File: src/rtl/countdown_timer_pkg.sv
// countdown_timer_pkg: shared state encoding, BCD digit limits and a digit clamp helper.
package countdown_timer_pkg;
  localparam logic [1:0] IDLE    = 2'd0;
  localparam logic [1:0] RUN     = 2'd1;
  localparam logic [1:0] PAUSED  = 2'd2;
  localparam logic [1:0] EXPIRED = 2'd3;
  localparam logic [3:0] DIGIT_MAX    = 4'd9;
  localparam logic [3:0] SEC_TENS_MAX = 4'd5;
  function automatic logic [3:0] clamp_digit(input logic [3:0] d, input logic [3:0] lim);
    return (d > lim) ? lim : d;
  endfunction
endpackage

File: src/rtl/countdown_timer_digit.sv
// bcd_down_digit: one BCD down-counting digit wrapping 0 -> MODE with borrow-out; load has priority.
module bcd_down_digit
  import countdown_timer_pkg::*;
#(
  parameter logic [3:0] MODE = DIGIT_MAX
) (
  input  logic       clk_i,
  input  logic       rst_ni,
  input  logic       en_i,
  input  logic       ld_i,
  input  logic [3:0] ld_val_i,
  output logic [3:0] digit_o,
  output logic       borrow_o
);
  logic [3:0] digit_q, digit_d;
  assign digit_o  = digit_q;
  assign borrow_o = en_i && digit_q == 4'd0;
  always_comb digit_d = ld_i ? ld_val_i : en_i ? ((digit_q == 4'd0) ? MODE : digit_q - 4'd1) : digit_q;
  always_ff @(posedge clk_i or negedge rst_ni)
    if (!rst_ni) digit_q <= 4'd0;
    else         digit_q <= digit_d;
endmodule

File: src/rtl/countdown_timer.sv
// countdown_timer: BCD mm:ss down-counter with pause, expiry pulse and timed alarm.
// Define COUNTDOWN_AUTO_RELOAD_EN to reload the last preset on expiry and keep running.
module countdown_timer
  import countdown_timer_pkg::*;
#(
  parameter int MAX_MIN     = 59,
  parameter int ALARM_TICKS = 5
) (
  input  logic       Clk,
  input  logic       RST_N,
  input  logic       TICK,
  input  logic       LOAD,
  input  logic [7:0] Data_Min,
  input  logic [7:0] Data_Sec,
  input  logic       START,
  input  logic       PAUSE,
  output logic [7:0] Minutes,
  output logic [7:0] Seconds,
  output logic       Running,
  output logic       Done,
  output logic       Alarm
);
  localparam logic [3:0] MAX_T      = 4'(MAX_MIN / 10);
  localparam logic [3:0] MAX_U      = 4'(MAX_MIN % 10);
  localparam logic [3:0] ALARM_INIT = 4'(ALARM_TICKS);
  logic [1:0] state_q, state_d;
  logic [3:0] acnt_q, acnt_d;
  logic alarm_q, alarm_d, done_q, running_q;
  logic [3:0] mt_c, mu_c;
  logic [7:0] pre_min, pre_sec;
  logic [15:0] ld_val;
  logic ld, zero, is_one, pause_act, start_act, tk, dec, expire;
  logic b_su, b_st, b_mu, b_mt;
  logic [1:0] expire_state;
  assign mt_c    = clamp_digit(Data_Min[7:4], DIGIT_MAX);
  assign mu_c    = clamp_digit(Data_Min[3:0], DIGIT_MAX);
  assign pre_min = (int'(mt_c) * 10 + int'(mu_c) > MAX_MIN) ? {MAX_T, MAX_U} : {mt_c, mu_c};
  assign pre_sec = {clamp_digit(Data_Sec[7:4], SEC_TENS_MAX), clamp_digit(Data_Sec[3:0], DIGIT_MAX)};
  assign zero      = {Minutes, Seconds} == 16'h0000;
  assign is_one    = {Minutes, Seconds} == 16'h0001;
  assign pause_act = PAUSE && state_q == RUN;
  assign start_act = START && (state_q == EXPIRED || (state_q != RUN && !zero));
  assign tk        = TICK && !LOAD && !pause_act && !start_act;
  assign dec       = tk && state_q == RUN;
  assign expire    = dec && is_one;
`ifdef COUNTDOWN_AUTO_RELOAD_EN
  logic [15:0] shadow_q;
  always_ff @(posedge Clk or negedge RST_N)
    if (!RST_N)    shadow_q <= 16'h0000;
    else if (LOAD) shadow_q <= {pre_min, pre_sec};
  assign ld           = LOAD || expire;
  assign ld_val       = LOAD ? {pre_min, pre_sec} : shadow_q;
  assign expire_state = RUN;
`else
  assign ld           = LOAD;
  assign ld_val       = {pre_min, pre_sec};
  assign expire_state = EXPIRED;
`endif
  bcd_down_digit #(.MODE(DIGIT_MAX)) u_sec_u (.clk_i(Clk), .rst_ni(RST_N), .en_i(dec), .ld_i(ld),
    .ld_val_i(ld_val[3:0]), .digit_o(Seconds[3:0]), .borrow_o(b_su));
  bcd_down_digit #(.MODE(SEC_TENS_MAX)) u_sec_t (.clk_i(Clk), .rst_ni(RST_N), .en_i(b_su), .ld_i(ld),
    .ld_val_i(ld_val[7:4]), .digit_o(Seconds[7:4]), .borrow_o(b_st));
  bcd_down_digit #(.MODE(DIGIT_MAX)) u_min_u (.clk_i(Clk), .rst_ni(RST_N), .en_i(b_st), .ld_i(ld),
    .ld_val_i(ld_val[11:8]), .digit_o(Minutes[3:0]), .borrow_o(b_mu));
  bcd_down_digit #(.MODE(DIGIT_MAX)) u_min_t (.clk_i(Clk), .rst_ni(RST_N), .en_i(b_mu), .ld_i(ld),
    .ld_val_i(ld_val[15:12]), .digit_o(Minutes[7:4]), .borrow_o(b_mt));
  // Decrement is only enabled while RUN with a nonzero count, so the chain never borrows past 00:00.
  always_comb assert (!b_mt);
  always_comb begin
    state_d = state_q;
    alarm_d = alarm_q;
    acnt_d  = acnt_q;
    if (LOAD) begin
      state_d = IDLE;
      alarm_d = 1'b0;
      acnt_d  = 4'd0;
    end else if (pause_act) begin
      state_d = PAUSED;
    end else if (start_act) begin
      state_d = (state_q == EXPIRED) ? IDLE : RUN;
      alarm_d = (state_q == EXPIRED) ? 1'b0 : alarm_q;
      acnt_d  = (state_q == EXPIRED) ? 4'd0 : acnt_q;
    end else if (tk) begin
      if (alarm_q) begin
        acnt_d  = acnt_q - 4'd1;
        alarm_d = acnt_q != 4'd1;
        state_d = (acnt_q == 4'd1 && state_q == EXPIRED) ? IDLE : state_q;
      end
      if (expire) begin
        state_d = expire_state;
        alarm_d = 1'b1;
        acnt_d  = ALARM_INIT;
      end
    end
  end
  always_ff @(posedge Clk or negedge RST_N)
    if (!RST_N) begin
      state_q   <= IDLE;
      acnt_q    <= 4'd0;
      alarm_q   <= 1'b0;
      done_q    <= 1'b0;
      running_q <= 1'b0;
    end else begin
      state_q   <= state_d;
      acnt_q    <= acnt_d;
      alarm_q   <= alarm_d;
      done_q    <= expire;
      running_q <= state_d == RUN;
    end
  assign Running = running_q;
  assign Done    = done_q;
  assign Alarm   = alarm_q;
endmodule
File: config.mk
export PLATFORM = sky130hd
export DESIGN_NAME = countdown_timer
export DESIGN_NICKNAME = d
export VERILOG_FILES = /design/src/rtl/countdown_timer_pkg.sv /design/src/rtl/countdown_timer_digit.sv /design/src/rtl/countdown_timer.sv
export SDC_FILE = /design/constraint.sdc
export NUM_CORES = 1
export LEC_CHECK = 0
export ABC_AREA = 0
export ABC_CLOCK_PERIOD_IN_PS = 2850
export CAP_MARGIN = 0
export CORE_MARGIN = 4
export CORE_UTILIZATION = 51
export DETAILED_ROUTE_END_ITERATION = 8
export GPL_TIMING_DRIVEN = 0
export PLACE_DENSITY = 0.77
export SYNTH_ARGS = -nofsm -noshare
export SYNTH_HDL_FRONTEND = slang
export SYNTH_SLANG_ARGS = --single-unit
File: constraint.sdc
create_clock -name Clk -period 2.85 [get_ports Clk]
set_input_delay 0.7125 -clock Clk [delete_from_list [all_inputs] [get_ports Clk]]
set_output_delay 0.7125 -clock Clk [all_outputs]
set_load 0.01 [all_outputs]
Yosys cells after proc, flatten, opt, wreduce, memory -nomap -nowiden. Index checks and enable logic that the tools add are counted.

$add $sub $neg: 6. Multipliers: 1. Divide/modulo/power cells: 0. $lt $le $gt $ge: 5. Eq/ne operators: 9. Shifts and indexed selects: 0. Muxes and demuxes: 39. Bitwise logic cells: 0. Reductions and logical operators: 30.

Operators with widths (number): $mux W4 (23); $sub A4 B1 Y4 const B (5); $eq A16 B1 Y1 const B (1); $logic_not A16 Y1 (1); $logic_not A4 Y1 (4); $mux W2 (7); $gt A4 B4 Y1 const B (3); $logic_and A1 B1 Y1 (12); $add A8 B4 Y9 (1); $gt A9 B6 Y1 const B (1); $mux W1 (8); $mux W8 (1); $reduce_bool A2 Y1 (4); $mul A4 B3 Y7 const B (1); $eq A2 B1 Y1 const B (2); $eq A4 B1 Y1 const B (1); $gt A4 B3 Y1 const B (1); $logic_not A1 Y1 (4); $ne A4 B1 Y1 const B (1); $reduce_and A4 Y1 (1); $reduce_bool A4 Y1 (1); $ne A3 B2 Y1 const B (1); $reduce_and A3 Y1 (1); $reduce_bool A3 Y1 (1); other kinds (4) (4).

Register bits: 25. Bits in latches: 0. Bits in writable memories: 0. Bits in read-only memories: 0. Bits of input ports: 22. Logic and storage cells: 99. Memories kept: 0.

Depth between registers and ports, before layout. Gate-level depths: netlist of run 1.

Depth after elaboration: 15. Gate-level depth with buffers: 12. Mapped depth without buffers: 11.

Modules after synthesis. A second synthesis of run 1 with hierarchy kept.

Cells, all modules: 229. Area total of the unflattened synthesis: 2117.0 um2.

Modules (own cells, without submodules): countdown_timer (instances 1, cells each 142, area each 1221.2 um2, seq. area each 225.2 um2); bcd_down_digit (u_min_t ...) (instances 3, cells each 22, area each 231.5 um2, seq. area each 100.1 um2); bcd_down_digit (u_sec_t) (instances 1, cells each 21, area each 201.4 um2, seq. area each 100.1 um2).

Worst setup path before layout of run 1. No wires, ideal clock.

Path type: input port to flip-flop. From: input Data_Min[7]. To: register u_min_u.digit_q[1] (netlist: u_min_u.digit_o[1]). Arrival: 3.250 ns. Required time: 2.729 ns. Slack: -0.521 ns. Cell stages on the path: 12. Cells stage by stage: clkbuf_1 -> o21ai_0 -> nand2b_1 -> ha_1 -> ha_1 -> inv_1 -> fa_1 -> nand2b_1 -> or3_1 -> a2111o_1 -> and4_1 -> a22o_1.

Cells in the longest elaborated chain, start to end: 7.

Ends and longest elaborated chain: start, declared (RTL line countdown_timer.sv:13) `input logic [7:0] Data_Min,`; $gt A4 B4 Y1 (RTL line countdown_timer_pkg.sv:10) `return (d > lim) ? lim : d;`; $mux W4 * (RTL line countdown_timer_pkg.sv:10); $mul A4 B3 Y7 * (RTL line countdown_timer.sv:37) `assign pre_min = (int'(mt_c) * 10 + int'(mu_c) > MAX_MIN) ? {MAX_T, MAX_U} : {mt_c, mu_c};`; $add A8 B4 Y9 * (RTL line countdown_timer.sv:37); $gt A9 B6 Y1 * (RTL line countdown_timer.sv:37); $mux W8 * (RTL line countdown_timer.sv:37); $mux W4 * (RTL line countdown_timer_digit.sv:18) `always_comb digit_d = ld_i ? ld_val_i : en_i ? ((digit_q == 4'd0) ? MODE : digit_q - 4'd1) : digit_q;`; end signal, assigned (RTL line countdown_timer_digit.sv:21) `else digit_q <= digit_d;`; end, declared (RTL line countdown_timer_digit.sv:15) `logic [3:0] digit_q, digit_d;`.

Mark *: on every way between the ends. The rest lies on a longest branch, timed or not. A chain may end at the register's enable or synchronous reset.

Final worst setup path of run 1. Same ends and word-level chain as after synthesis.

==> results of run 1 <==
==> worst max-delay path: cells and delay by family <==
| family | cells | cell delay (ps) |
|---|---|---|
| and+or+nand+nor | 4 | 710 |
| adders and majority gates | 3 | 730 |
| AOI/OAI and AO/OA | 3 | 650 |
| buffers and inverters | 3 | 290 |
==> logic make-up after synthesis <==
logic type	count (synthesis)
muxes	6
DFF	25
buffers and inverters	29
xor gates and xnor gates	6
adders and majority gates	10
and+or+nand+nor	84
AOI/OAI and AO/OA	63
==> cells in the mapped netlist (5+ instances only) <==
library cell | count | area (um2)
sky130_fd_sc_hd__dfrtp_1 | 25 | 626
sky130_fd_sc_hd__inv_1 | 17 | 63.8
sky130_fd_sc_hd__nor2_1 | 16 | 60.1
sky130_fd_sc_hd__a21oi_1 | 15 | 75.1
sky130_fd_sc_hd__nand2b_1 | 10 | 62.6
sky130_fd_sc_hd__o21ai_0 | 10 | 50.1
sky130_fd_sc_hd__clkbuf_1 | 9 | 33.8
sky130_fd_sc_hd__ha_1 | 9 | 113
sky130_fd_sc_hd__nand2_1 | 9 | 33.8
sky130_fd_sc_hd__nand3_1 | 6 | 30.0
sky130_fd_sc_hd__nor2b_1 | 6 | 37.5
sky130_fd_sc_hd__nor4_1 | 6 | 37.5
sky130_fd_sc_hd__mux2i_1 | 5 | 50.1
==> worst paths after layout <==
path	end	slack [ps]	depth (start not counted)
max	u_min_u.digit_o[1]	-90	13
min	acnt_q[3]	540	1
max in group asynchronous	u_min_t.digit_o[1]	1110	1
min reg2reg	acnt_q[3]	540	1
min in group asynchronous	state_q[1]	1050	1
max reg2reg	u_min_t.digit_o[0]	450	7
==> cell type report <==
type                    count  area (um2)  share of cell area [%]
multi-input cells         169        1310                    49.4
inverters                  17        63.8                    2.41
clock inverters             1        7.51                   0.283
clock buffers               3        41.3                    1.56
plain buffers              12        82.6                    3.12
repair buffers             48         459                    17.3
well taps                  48        60.1                    2.27
flip-flops and latches     25         626                    23.6
==> per-layer routing <==
layer	vias up	routed length [um]	track usage, %
met2	35	2510	36.4
met3	7	172	3.45
li1	947	-	-
met5	-	0	0
met1	921	2130	24.8
met4	0	76	5.96
==> flip-flops by register name, indices dropped and copies added (netlist names) <==
name             count
Alarm                1
Running              1
Done                 1
u_min_t.digit_o      4
state_q              2
u_sec_t.digit_o      4
u_sec_u.digit_o      4
acnt_q               4
u_min_u.digit_o      4
==> through the flow <==
stage,std cells,util [%],hold WS (ps)
floorplan,223,-,417
global placement,310,67.0,507
detailed placement,310,67.0,520
CTS,319,70.6,541
global route,323,71.8,570
finish,323,71.8,535
==> where the power goes <==
part / internal (uW) / switching [uW] / leakage (uW)
registers: 383 / 47.8 / 0.000317
logic: 178 / 155 / 0.000731
clock network: 99.1 / 118 / 0.0000217
==> repair_timing <==
item / in CTS / in global routing
gates cloned: 1 / 0
endpoints found under the setup margin: 8 / 8
pin swaps: 8 / 7
resized for setup: 27 / 5
buffers inserted: 4 / 4
==> results.md, run 1 <==
Run status:
- The run finished, with violations left.
- The final reports fail on setup timing.

Setup path:
- Traced cell by cell, the critical path runs through buf_8 -> clkbuf_16 -> o21ai_4 -> nand2b_4 -> ha_4 -> ha_4 -> inv_2 -> fa_2 -> nand2b_4 -> or3_1 -> a2111o_1 -> and4_4 -> a22o_1.
- STA classifies the critical path startpoint as an input port.
- STA classifies the critical path endpoint as a register.
- The critical path start-end classification is in -> reg.
- The stage delay of the slowest cell on the critical path is 420 ps.
- In this run the worst path has a maximum fanout of 5.
- On the critical path, the stage with the largest delay is an instance of sky130_fd_sc_hd__fa_2.
- STA puts the critical path data arrival time at 3100 ps.
- In this run the worst setup path begins at Data_Min[7].
- The required time reported for the critical path endpoint is 3010 ps.
- The launch instance of the worst register-to-register path is u_sec_u.digit_o[2].

Logic synthesis:
- After synthesis, the mean cell area works out to 8.83 um2.
- The largest family of logic cells by synthesized area is simple AND/OR/NAND/NOR gates.
- In the synthesized netlist the dominant register cell turns out to be sky130_fd_sc_hd__dfrtp_1.
- The synthesized netlist devotes 26.9% of its cell area to simple gates.
- The synthesized instance count is 223.
- The number of synthesized flops with an enable pin is 0.
- The fraction of the yosys area taken by sequential cells is 31.8%.
- The proportion of synthesized area in mux cells is 3.30%.
- The synthesized-area fraction occupied by xor and xnor cells is 2.67%.
- The synthesis warning total is 0.
- The synthesized netlist occupies a cell area of 1970 um2.
- The unique cell type count in the Yosys netlist is 58.
- The count of state elements after synthesis is 25.
- Of all flip-flops after synthesis, the portion carrying an async set or reset was 100%.
- The net count after synthesis is 255.
- The fraction of the mapped netlist area in compound gates is 22.3%.
- The area share of fa/ha/maj cells after synthesis is 6.73%.

Finish:
- At the end of the flow, the number of nets in the layout was 308.
- The most common cell after layout, fill and taps aside is sky130_fd_sc_hd__clkdlybuf4s50_1.
- After routing the design area is 2650 um2.
- The relative area change from synthesis to final layout is 34.5%.
- Counting the fill cells in the layout gives 307.
- The antenna diode count is 0.
- Of the cells placed in the final design, the portion with a size suffix greater than 1 is 17.1%.
- In the layout the commonest cells are sky130_fd_sc_hd__clkdlybuf4s50_1, sky130_fd_sc_hd__dfrtp_1, sky130_fd_sc_hd__inv_1, sky130_fd_sc_hd__nor2_1, sky130_fd_sc_hd__a21oi_1.

Die:
- The core region is 3690 um2.
- The floorplan die area is 4920 um2.
- The starting density of the core is 53.4%.
- The number of placed I/O pins is 41.
- The floorplan has 22 rows.
- Measured along the x axis, the die boundary spans 70.1 um.
- The vertical extent of the die is 70.1 um.

Global route:
- The global-route wire length before repair is 8.29 mm.
- For this run, the total global-route usage over all layers was measured as 20.3%.
- The number of antenna violations at the first check in global routing is 0.
- The number of global-route vias before repair is 1,852.
- The maximum number of pins on one net before global-route repair is 26.
- The total global routing overflow is 0.

Power:
- The peak ir drop on the vdd network is 233 uV.
- Power spread over the standard cell area amounts to 370 nW/um2.
- The analysis attributes to cell leakage a power of 0.00107 uW.
- The total power draw is 981 uW.

STA:
- The worst pin sits at a relative slew slack of 23.2%.
- The routed design could run at a clock period as short as 2940 ps.
- The total negative slack is -244 ps.
- The max-slew violation count is 0.
- The number of failing setup endpoints in the final timing report is 5.
- The largest clock skew in the final design is 10.4 ps.
- The worst setup slack after layout is -93.4 ps.
- Timing would allow up to 0.340 GHz.
- The final critical path takes up 103% of the cycle.
- The final count of hold timing violations is 0.
- The transition time at the pin with the least slew margin is 1150 ps.
- Setup repair after global routing could not meet its margin everywhere.

Route:
- The count of nets left with antenna violations once routing finished came out at 0.
- The first-iteration detailed-routing DRC count is 94.
- For this run, the detailed router's first-pass iteration total came to 4.
- The routed wire length per instance is 15.1 um.
- The routed design has 4.89 mm of wire.
- The via count normalized by instance count is 5.91.
- The count of unresolved DRC violations after routing is 0.
- The total via count in the routed design is 1,910.

Placement:
- Summing all placed instances gives a cell area of 2470 um2.
- The number of buffer cells added on primary ports is 39.
- The detailed-placement wirelength estimate is 3.55 mm.
- The weighted congestion at the end of routability-driven global placement is 0.866.
- OpenSTA, run right after detailed placement, puts the worst setup slack at -967 ps.

Clock tree:
- The cts-stage hold buffer count is 0.
- TritonCTS built the clock tree.
- The root buffer cell chosen for the clock tree is sky130_fd_sc_hd__clkbuf_8.
- The clock transition at the register clock pins on the worst setup and hold paths after CTS is 90 ps.
- The number of buffers created by CTS is 3.
- In this run the number of H-tree levels came out at 1.
- The clock latency at the later pin of the worst-skew pair is 270 ps.
- The number of clock sinks is 25.
- The worst-case clock buffer depth is 2.

Min path:
- In this run the worst hold path is classified as reg -> reg.
- The worst hold path begins at acnt_q[3].

Job:
- Across the run, the number of max-cap violations was 0.
Power figures use the tool's default switching activity.
==> inputs of run 2 (changes only) <==
--- a/config.mk
+++ b/config.mk
@@ -13,6 +13,7 @@
 export DETAILED_ROUTE_END_ITERATION = 8
 export GPL_TIMING_DRIVEN = 0
 export PLACE_DENSITY = 0.77
+export RECOVER_POWER = 100
 export SYNTH_ARGS = -nofsm -noshare
 export SYNTH_HDL_FRONTEND = slang
 export SYNTH_SLANG_ARGS = --single-unit
==> results.md, run 2 (same netlist as run 1, synthesis figures left out) <==
Run status:
- Run status: finished, violations left (unchanged).
- Violations in the final reports: setup timing (unchanged).

STA:
- The number of failing setup endpoints in the final timing report is 5 (unchanged).
- Unrepaired setup endpoints after global routing: true (unchanged).
- The final count of hold timing violations is 0 (unchanged).
- The worst slack on hold paths came to 535 ps (about the same).
- The max-slew violation count is 0 (unchanged).
- The minimum clock period after layout is 2940 ps (about the same).
- The maximum achievable frequency is 0.340 GHz (about the same).
- The max-slew headroom at the worst pin is 23.1% (was 23.2%).
- The largest clock skew in the final design is 9.48 ps (was 10.4 ps).
- The worst setup slack after layout is -94.1 ps (was -93.4 ps).
- The final worst-path cycle share is 103% (about the same).
- The transition time at the pin with the least slew margin came to 1150 ps (about the same).

Power:
- The switching portion of total power is 32.9% (was 32.7%).
- The total power draw is 968 uW (was 981 uW).
- The internal power consumption came to 650 uW (was 660 uW).
- The leakage power is 0.00109 uW (was 0.00107 uW).
- The power share of the clock group is 22.4% (was 22.2%).
- The switching power total was 318 uW (was 321 uW).
- The part of the total power dissipated in sequential elements is 44.4% (was 43.9%).
- The part of the total power dissipated in combinational logic is 33.2% (was 33.9%).
- The power density over the cells is 366 nW/um2 (was 370 nW/um2).
- The peak ir drop on the vdd network is 228 uV (was 233 uV).

Clock tree:
- The clock latency at the later pin of the worst-skew pair is 270 ps (about the same).
- The number of H-tree levels came to 1 (unchanged).
- The worst-case clock buffer depth is 2 (unchanged).
- The buffer type at the clock tree root was sky130_fd_sc_hd__clkbuf_8 (unchanged).
- The clock transition at the register clock pins on the worst setup and hold paths after CTS is 90 ps (about the same).
- The number of buffers created by CTS came to 3 (unchanged).
- The cts-stage hold buffer count is 0 (unchanged).
- The CTS tree is done (unchanged).
- The number of clock sinks is 25 (unchanged).

Placement:
- The number of buffer cells added on primary ports is 39 (unchanged).
- The detailed-placement wirelength estimate is 3.55 mm (unchanged).
- The weighted congestion at the end of routability-driven global placement is 0.866 (unchanged).

Setup path:
- Worst-path cell chain: buf_8 -> clkbuf_16 -> o21ai_4 -> nand2b_4 -> ha_4 -> ha_4 -> inv_2 -> fa_2 -> nand2b_4 -> or3_1 -> a2111o_1 -> and4_4 -> a22o_1 (unchanged).
- The endpoint class of the critical path is a register (unchanged).
- The startpoint class of the critical path is an input port (unchanged).
- The critical path start-end classification is in -> reg (unchanged).
- The maximum fanout count along the critical path is 5 (unchanged).
- The required time reported for the critical path endpoint is 3010 ps (about the same).
- The stage delay of the slowest cell on the critical path is 420 ps (about the same).
- The worst endpoint data arrival time is 3100 ps (about the same).
- The slowest stage cell on the critical path is sky130_fd_sc_hd__fa_2 (unchanged).

Global route:
- The number of global-route vias before repair is 1,852 (unchanged).
- The maximum number of pins on one net before global-route repair is 26 (unchanged).
- The total global routing overflow was 0 (unchanged).
- The number of antenna violations at the first check in global routing is 0 (unchanged).
- The overall global routing resource usage is 20.3% (unchanged).
- The global-route wire length before repair is 8.29 mm (unchanged).

Die:
- The floorplan die width is 70.1 um (unchanged).
- The number of cell rows is 22 (unchanged).
- The number of placed I/O pins was 41 (unchanged).
- The starting density of the core is 53.4% (unchanged).
- The vertical extent of the die came to 70.1 um (unchanged).
- The placeable core area is 3690 um2 (unchanged).
- The floorplan die area is 4920 um2 (unchanged).

Job:
- The count of max-cap constraint violations is 0 (unchanged).

Finish:
- Commonest cells after routing, fill and taps aside: sky130_fd_sc_hd__dfrtp_1, sky130_fd_sc_hd__dlygate4sd3_1, sky130_fd_sc_hd__inv_1, sky130_fd_sc_hd__nor2_1 (was sky130_fd_sc_hd__clkdlybuf4s50_1, sky130_fd_sc_hd__dfrtp_1, sky130_fd_sc_hd__inv_1, sky130_fd_sc_hd__nor2_1, sky130_fd_sc_hd__a21oi_1).
- The layout cell share with drive strength beyond 1 is 16.4% (was 17.1%).
- The relative area change from synthesis to final layout is 34.1% (was 34.5%).
- The antenna diode count came to 0 (unchanged).
- The most common cell after layout, fill and taps aside is sky130_fd_sc_hd__dfrtp_1 (was sky130_fd_sc_hd__clkdlybuf4s50_1).
- The final standard cell utilization of the core is 71.6% (was 71.8%).
- The number of nets at the end of the flow was 308 (unchanged).

Route:
- The residual antenna-violating net count after detailed routing came to 0 (unchanged).
- The detailed-routing iteration count for the pre-antenna-repair pass was 4 (unchanged).
- The first-iteration detailed-routing DRC count came to 89 (was 94).
- The routed wire length per instance came to 15.1 um (about the same).
- The via count normalized by instance count was 5.89 (was 5.91).
- The count of unresolved DRC violations after routing is 0 (unchanged).
- The wire length after detailed routing is 4.87 mm (was 4.89 mm).
- The total via count in the routed design came to 1,903 (was 1,910).

Min path:
- The class of the most critical hold timing path is reg -> reg (unchanged).
[run 2: changes by cell type in the layout (fill, tap and decap cells not counted)]
cell	delta
sky130_fd_sc_hd__nor4_2	-1
sky130_fd_sc_hd__buf_2	-1
sky130_fd_sc_hd__clkdlybuf4s50_1	-21
sky130_fd_sc_hd__clkbuf_1	+1
sky130_fd_sc_hd__nor4_1	+1
sky130_fd_sc_hd__dlygate4sd3_1	+21
[run 2: critical path, delay by kind of cell]
kind | cells | cell delay (ps)
AO/OA/AOI/OAI | 3 | 650
adder cells (fa/ha/maj) | 3 | 730
AND/OR/NAND/NOR | 4 | 710
buffers and inverters | 3 | 290
[run 2: layout make-up]
class / count / area (um2)
buffer: 12 / 81.3
clock buffer: 3 / 41.3
clock inverter: 1 / 7.51
fill: 309 / 1050
inverter: 17 / 63.8
multi-input combinational: 169 / 1300
sequential: 25 / 626
tap: 48 / 60.1
timing repair buffer: 48 / 459
[run 2: through the flow]
stage	TNS [ps]	worst slack, ps	area [um2]	cells
finish	-254	-94.1	2640	323
global route	-571	-143	2640	323
global placement	-6940	-985	2470	310
detailed placement	-6860	-967	2470	310
floorplan	-788	-227	2020	223
CTS	-909	-209	2600	319
[run 2: final timing paths]
check / start / depth (start not counted) / slack (ps) / endpoint
worst max-delay path: Data_Min[7] / 13 / -90 / u_min_u.digit_o[1]
worst min-delay path: acnt_q[3] / 1 / 540 / acnt_q[3]
worst max register to register: u_min_u.digit_o[1] / 5 / 390 / acnt_q[1]
worst min register to register: acnt_q[3] / 1 / 540 / acnt_q[3]
max in group asynchronous: RST_N / 1 / 1050 / u_min_t.digit_o[1]
min in group asynchronous: RST_N / 1 / 1110 / state_q[1]
[run 2: power groups by stage]
stage                     registers (uW)  logic, uW  clock network [uW]
after CTS                            430        327                 220
after floorplan                      441        163                   0
final                                429        321                 217
after global placement               436        302                   0
after global routing                 436        354                 239
after detailed placement             436        306                   0
[run 2: what timing repair did]
| item | CTS | global route |
|---|---|---|
| resized for setup | 27 | 5 |
| setup endpoints to repair | 8 | 8 |
| setup buffers | 4 | 4 |
| pin swaps | 8 | 7 |
| cloned | 1 | 0 |
[run 2: metal layers]
layer / GRT usage, % / routed length, um / vias up
met5: 0 / 0 / -
met4: 5.96 / 57 / 0
met3: 3.45 / 151 / 8
met2: 36.4 / 2530 / 28
met1: 24.8 / 2130 / 918
li1: - / - / 949
==> RTL change: new RTL, flow settings as in run 2 <==
Put a register stage on the output `Seconds`, cleared by the reset. The value now appears one clock later. The other outputs are not delayed to match.
--- a/src/rtl/countdown_timer.sv
+++ b/src/rtl/countdown_timer.sv
@@ -23,6 +23,8 @@
   localparam logic [3:0] MAX_T      = 4'(MAX_MIN / 10);
   localparam logic [3:0] MAX_U      = 4'(MAX_MIN % 10);
   localparam logic [3:0] ALARM_INIT = 4'(ALARM_TICKS);
+
+  logic [7:0] Seconds_d;
   logic [1:0] state_q, state_d;
   logic [3:0] acnt_q, acnt_d;
   logic alarm_q, alarm_d, done_q, running_q;
@@ -36,8 +38,8 @@
   assign mu_c    = clamp_digit(Data_Min[3:0], DIGIT_MAX);
   assign pre_min = (int'(mt_c) * 10 + int'(mu_c) > MAX_MIN) ? {MAX_T, MAX_U} : {mt_c, mu_c};
   assign pre_sec = {clamp_digit(Data_Sec[7:4], SEC_TENS_MAX), clamp_digit(Data_Sec[3:0], DIGIT_MAX)};
-  assign zero      = {Minutes, Seconds} == 16'h0000;
-  assign is_one    = {Minutes, Seconds} == 16'h0001;
+  assign zero      = {Minutes, Seconds_d} == 16'h0000;
+  assign is_one    = {Minutes, Seconds_d} == 16'h0001;
   assign pause_act = PAUSE && state_q == RUN;
   assign start_act = START && (state_q == EXPIRED || (state_q != RUN && !zero));
   assign tk        = TICK && !LOAD && !pause_act && !start_act;
@@ -57,9 +59,9 @@
   assign expire_state = EXPIRED;
 `endif
   bcd_down_digit #(.MODE(DIGIT_MAX)) u_sec_u (.clk_i(Clk), .rst_ni(RST_N), .en_i(dec), .ld_i(ld),
-    .ld_val_i(ld_val[3:0]), .digit_o(Seconds[3:0]), .borrow_o(b_su));
+    .ld_val_i(ld_val[3:0]), .digit_o(Seconds_d[3:0]), .borrow_o(b_su));
   bcd_down_digit #(.MODE(SEC_TENS_MAX)) u_sec_t (.clk_i(Clk), .rst_ni(RST_N), .en_i(b_su), .ld_i(ld),
-    .ld_val_i(ld_val[7:4]), .digit_o(Seconds[7:4]), .borrow_o(b_st));
+    .ld_val_i(ld_val[7:4]), .digit_o(Seconds_d[7:4]), .borrow_o(b_st));
   bcd_down_digit #(.MODE(DIGIT_MAX)) u_min_u (.clk_i(Clk), .rst_ni(RST_N), .en_i(b_st), .ld_i(ld),
     .ld_val_i(ld_val[11:8]), .digit_o(Minutes[3:0]), .borrow_o(b_mu));
   bcd_down_digit #(.MODE(DIGIT_MAX)) u_min_t (.clk_i(Clk), .rst_ni(RST_N), .en_i(b_mu), .ld_i(ld),
@@ -110,4 +112,12 @@
   assign Running = running_q;
   assign Done    = done_q;
   assign Alarm   = alarm_q;
+  always_ff @(posedge Clk or negedge RST_N) begin
+    if (!RST_N) begin
+      Seconds <= '0;
+    end else begin
+      Seconds <= Seconds_d;
+    end
+  end
+
 endmodule
Check against the original RTL: not equivalent (a bounded check fails within 4 cycles, from zero or initial values and one cycle with RST_N low).
==> RTL change against run 2 <==
  * The flow finishes with violations (capacitance limit, slew limit, setup timing)
  * Combinational power fell by 13%
  * Design area rose by 8.8%
  * Sequential cell count rose by 8
  * Total power rose by 28%
  * Worst setup slack improved by 0.053 ns
  * Clock power rose by 96%
  * Hold slack got worse by 0.083 ns
  * Count of clock-buffer cells in the layout rose by 2
  * Largest cell class unchanged
  * Routed wire length rose by 5.4%
  * Largest power group unchanged
  * Area after synthesis rose by 7.1%
==> RTL change: results (changes against run 2) <==
Global route
  – Met3 capacity usage during global routing: 0.0457 (+0.0112)
  – Global routing usage on met1: 0.280 (+0.0320)
  – Gr usage total: 0.216 (+0.0131)
  – Met2 layer usage reported by global route: 0.361 (-0.00314)
  – Via count of the first global-routing pass: 1,840 (-0.65%)
  – Largest net degree at the start of global routing: 34 (+31%)

Timing
  – Total setup violations reported at the end of the flow: 5 (unchanged)
  – Worst slew margin relative to its limit: -0.175 (-0.406)
  – Final WS setup: -0.0412 ns (+0.0528 ns)
  – Worst hold slack across all endpoints: 0.453 ns (-0.0828 ns)
  – TNS Setup: -0.105 ns (+0.149 ns)
  – Final worst clock skew: 0.00678 ns (-0.00269 ns)
  – Pins Over Slew Limit: 34 (+34)

CTS
  – CTS H-tree lvls: 2 (+1)
  – Clock latency at the later pin of the worst-skew pair: 0.29 ns (+0.02 ns)
  – CTS clock-pin slew for the worst setup and hold paths: 0.07 ns (-0.02 ns)
  – TritonCTS Buffers: 5 (+2)

Routing
  – Count of vias placed by the detailed router: 1,935 (+1.7%)
  – Detailed-routed wire length on met3: 278 µm (+84%)
  – DRT met1 WL: 2240 µm (+5.1%)
  – Routed WL: 5130 µm (+5.4%)
  – 1st-iter DRT viols: 163 (+83%)
  – Detail-routed via count per cell: 5.88 (-0.17%)
  – Met2 routed WL: 2530 µm (+0.28%)

Placement
  – Number of instances in the placed design: 315 (+1.6%)
  – Weighted congestion at the end of routability-driven global placement: 0.854 (-1.4%)
  – HPWL after detailed placement: 3790 µm (+6.9%)
  – Placed instance area: 2650 µm² (+7.0%)
  – Placement-stage worst setup slack: -0.993 ns (-0.0255 ns)

Status
  – Status: finished with violations
  – Violated checks: capacitance limit, slew limit, setup timing

Flow run
  – Max-capacitance violation count: 1 (+1)

Power and ir drop
  – Peak ir drop on the vdd network: 0.000324 V (+42%)

Final layout
  – Area of the multi-input gates: 1310 µm² (+0.38%)
  – Final net count: 311 (+0.97%)
  – FILL cells: 330 (+6.8%)
  – Proportion of layout cells with a drive suffix above 1: 0.186 (+0.0227)

Min path
  – Worst hold path depth: 0 (-1)
  – Endpoint of the worst hold-timing path: Seconds[7]$_DFF_PN0_
  – Start point of the worst hold path: u_sec_t.digit_o[3]$_DFFE_PN0P_

Setup path
  – FF-to-FF End: Running$_DFF_PN0_
  – Cells on worst reg2reg path: 6 (+1)
  – Launch point of the worst reg-to-reg path: u_sec_t.digit_o[1]$_DFFE_PN0P_
  – Worst path max stage delay: 0.55 ns (+0.13 ns)
  – Crit path capture: u_min_t.digit_o[2]$_DFFE_PN0P_
  – Register-to-register setup slack: 0.42 ns (+0.03 ns)

Logic synthesis
  – Sequential area share after synthesis: 0.391 (+0.0738)
  – Top cells by count, synth: dfrtp_1, a21oi_1, nor2_1
  – Gate count after technology mapping: 226 (+1.3%)
  – Mapped Nets: 258 (+1.2%)
  – Share of the synthesized area in the top cell type: 0.391 (+0.0738)
[RTL change: cell types whose count changed in the layout (fill, tap and decap cells not counted), moves of 3 or more]
cell / change
nor4bb_1: -3
inv_1: -9
clkbuf_1: -3
nand2_1: +4
dfrtp_1: +8
nor4_1: -5
nand3_1: -4
o31a_1: +3
nor2b_1: +3
or4_1: -3
mux2i_1: -4
nor3_1: +7
o21ai_0: +5
[RTL change: worst max-delay path: cells and delay by family]
kind	cells	cell delay, ns
adder cells (fa/ha/maj)	3	0.84
AO/OA/AOI/OAI	3	0.85
buffers and inverters	3	0.35
AND/OR/NAND/NOR	4	0.30
[RTL change: area by class of cell]
class | count | share of cell area
inverter | 11 | 0.0152
timing repair buffer | 47 | 0.158
sequential | 33 | 0.287
clock buffer | 5 | 0.0240
clock inverter | 2 | 0.0122
multi-input combinational | 172 | 0.455
tap | 50 | 0.0218
buffer | 9 | 0.0266
[RTL change: cell families after synthesis]
group	count (synthesis)	share of synthesized area
flip-flops	33	0.391
XOR/XNOR	6	0.0249
AND/OR/NAND/NOR	85	0.238
adder cells (fa/ha/maj)	10	0.0629
multiplexers	1	0.00475
buffers and inverters	21	0.0475
AO/OA/AOI/OAI	70	0.231
[RTL change: report_power, final]
| part | internal [mW] | switching, mW | total (mW) | leakage [nW] |
|---|---|---|---|---|
| Sequential | 0.498 | 0.0350 | 0.533 | 0.414 |
| Clock | 0.254 | 0.171 | 0.425 | 0.0540 |
| Combinational | 0.144 | 0.134 | 0.279 | 0.692 |
| Total | 0.896 | 0.341 | 1.24 | 1.16 |
[RTL change: what timing repair did]
action,in CTS,in global routing
endpoints found under the setup margin,8,8
gates cloned,0,0
gates resized for setup,24,6
pin swaps,8,9
buffers inserted,7,1
endpoints found under the hold margin,0,0
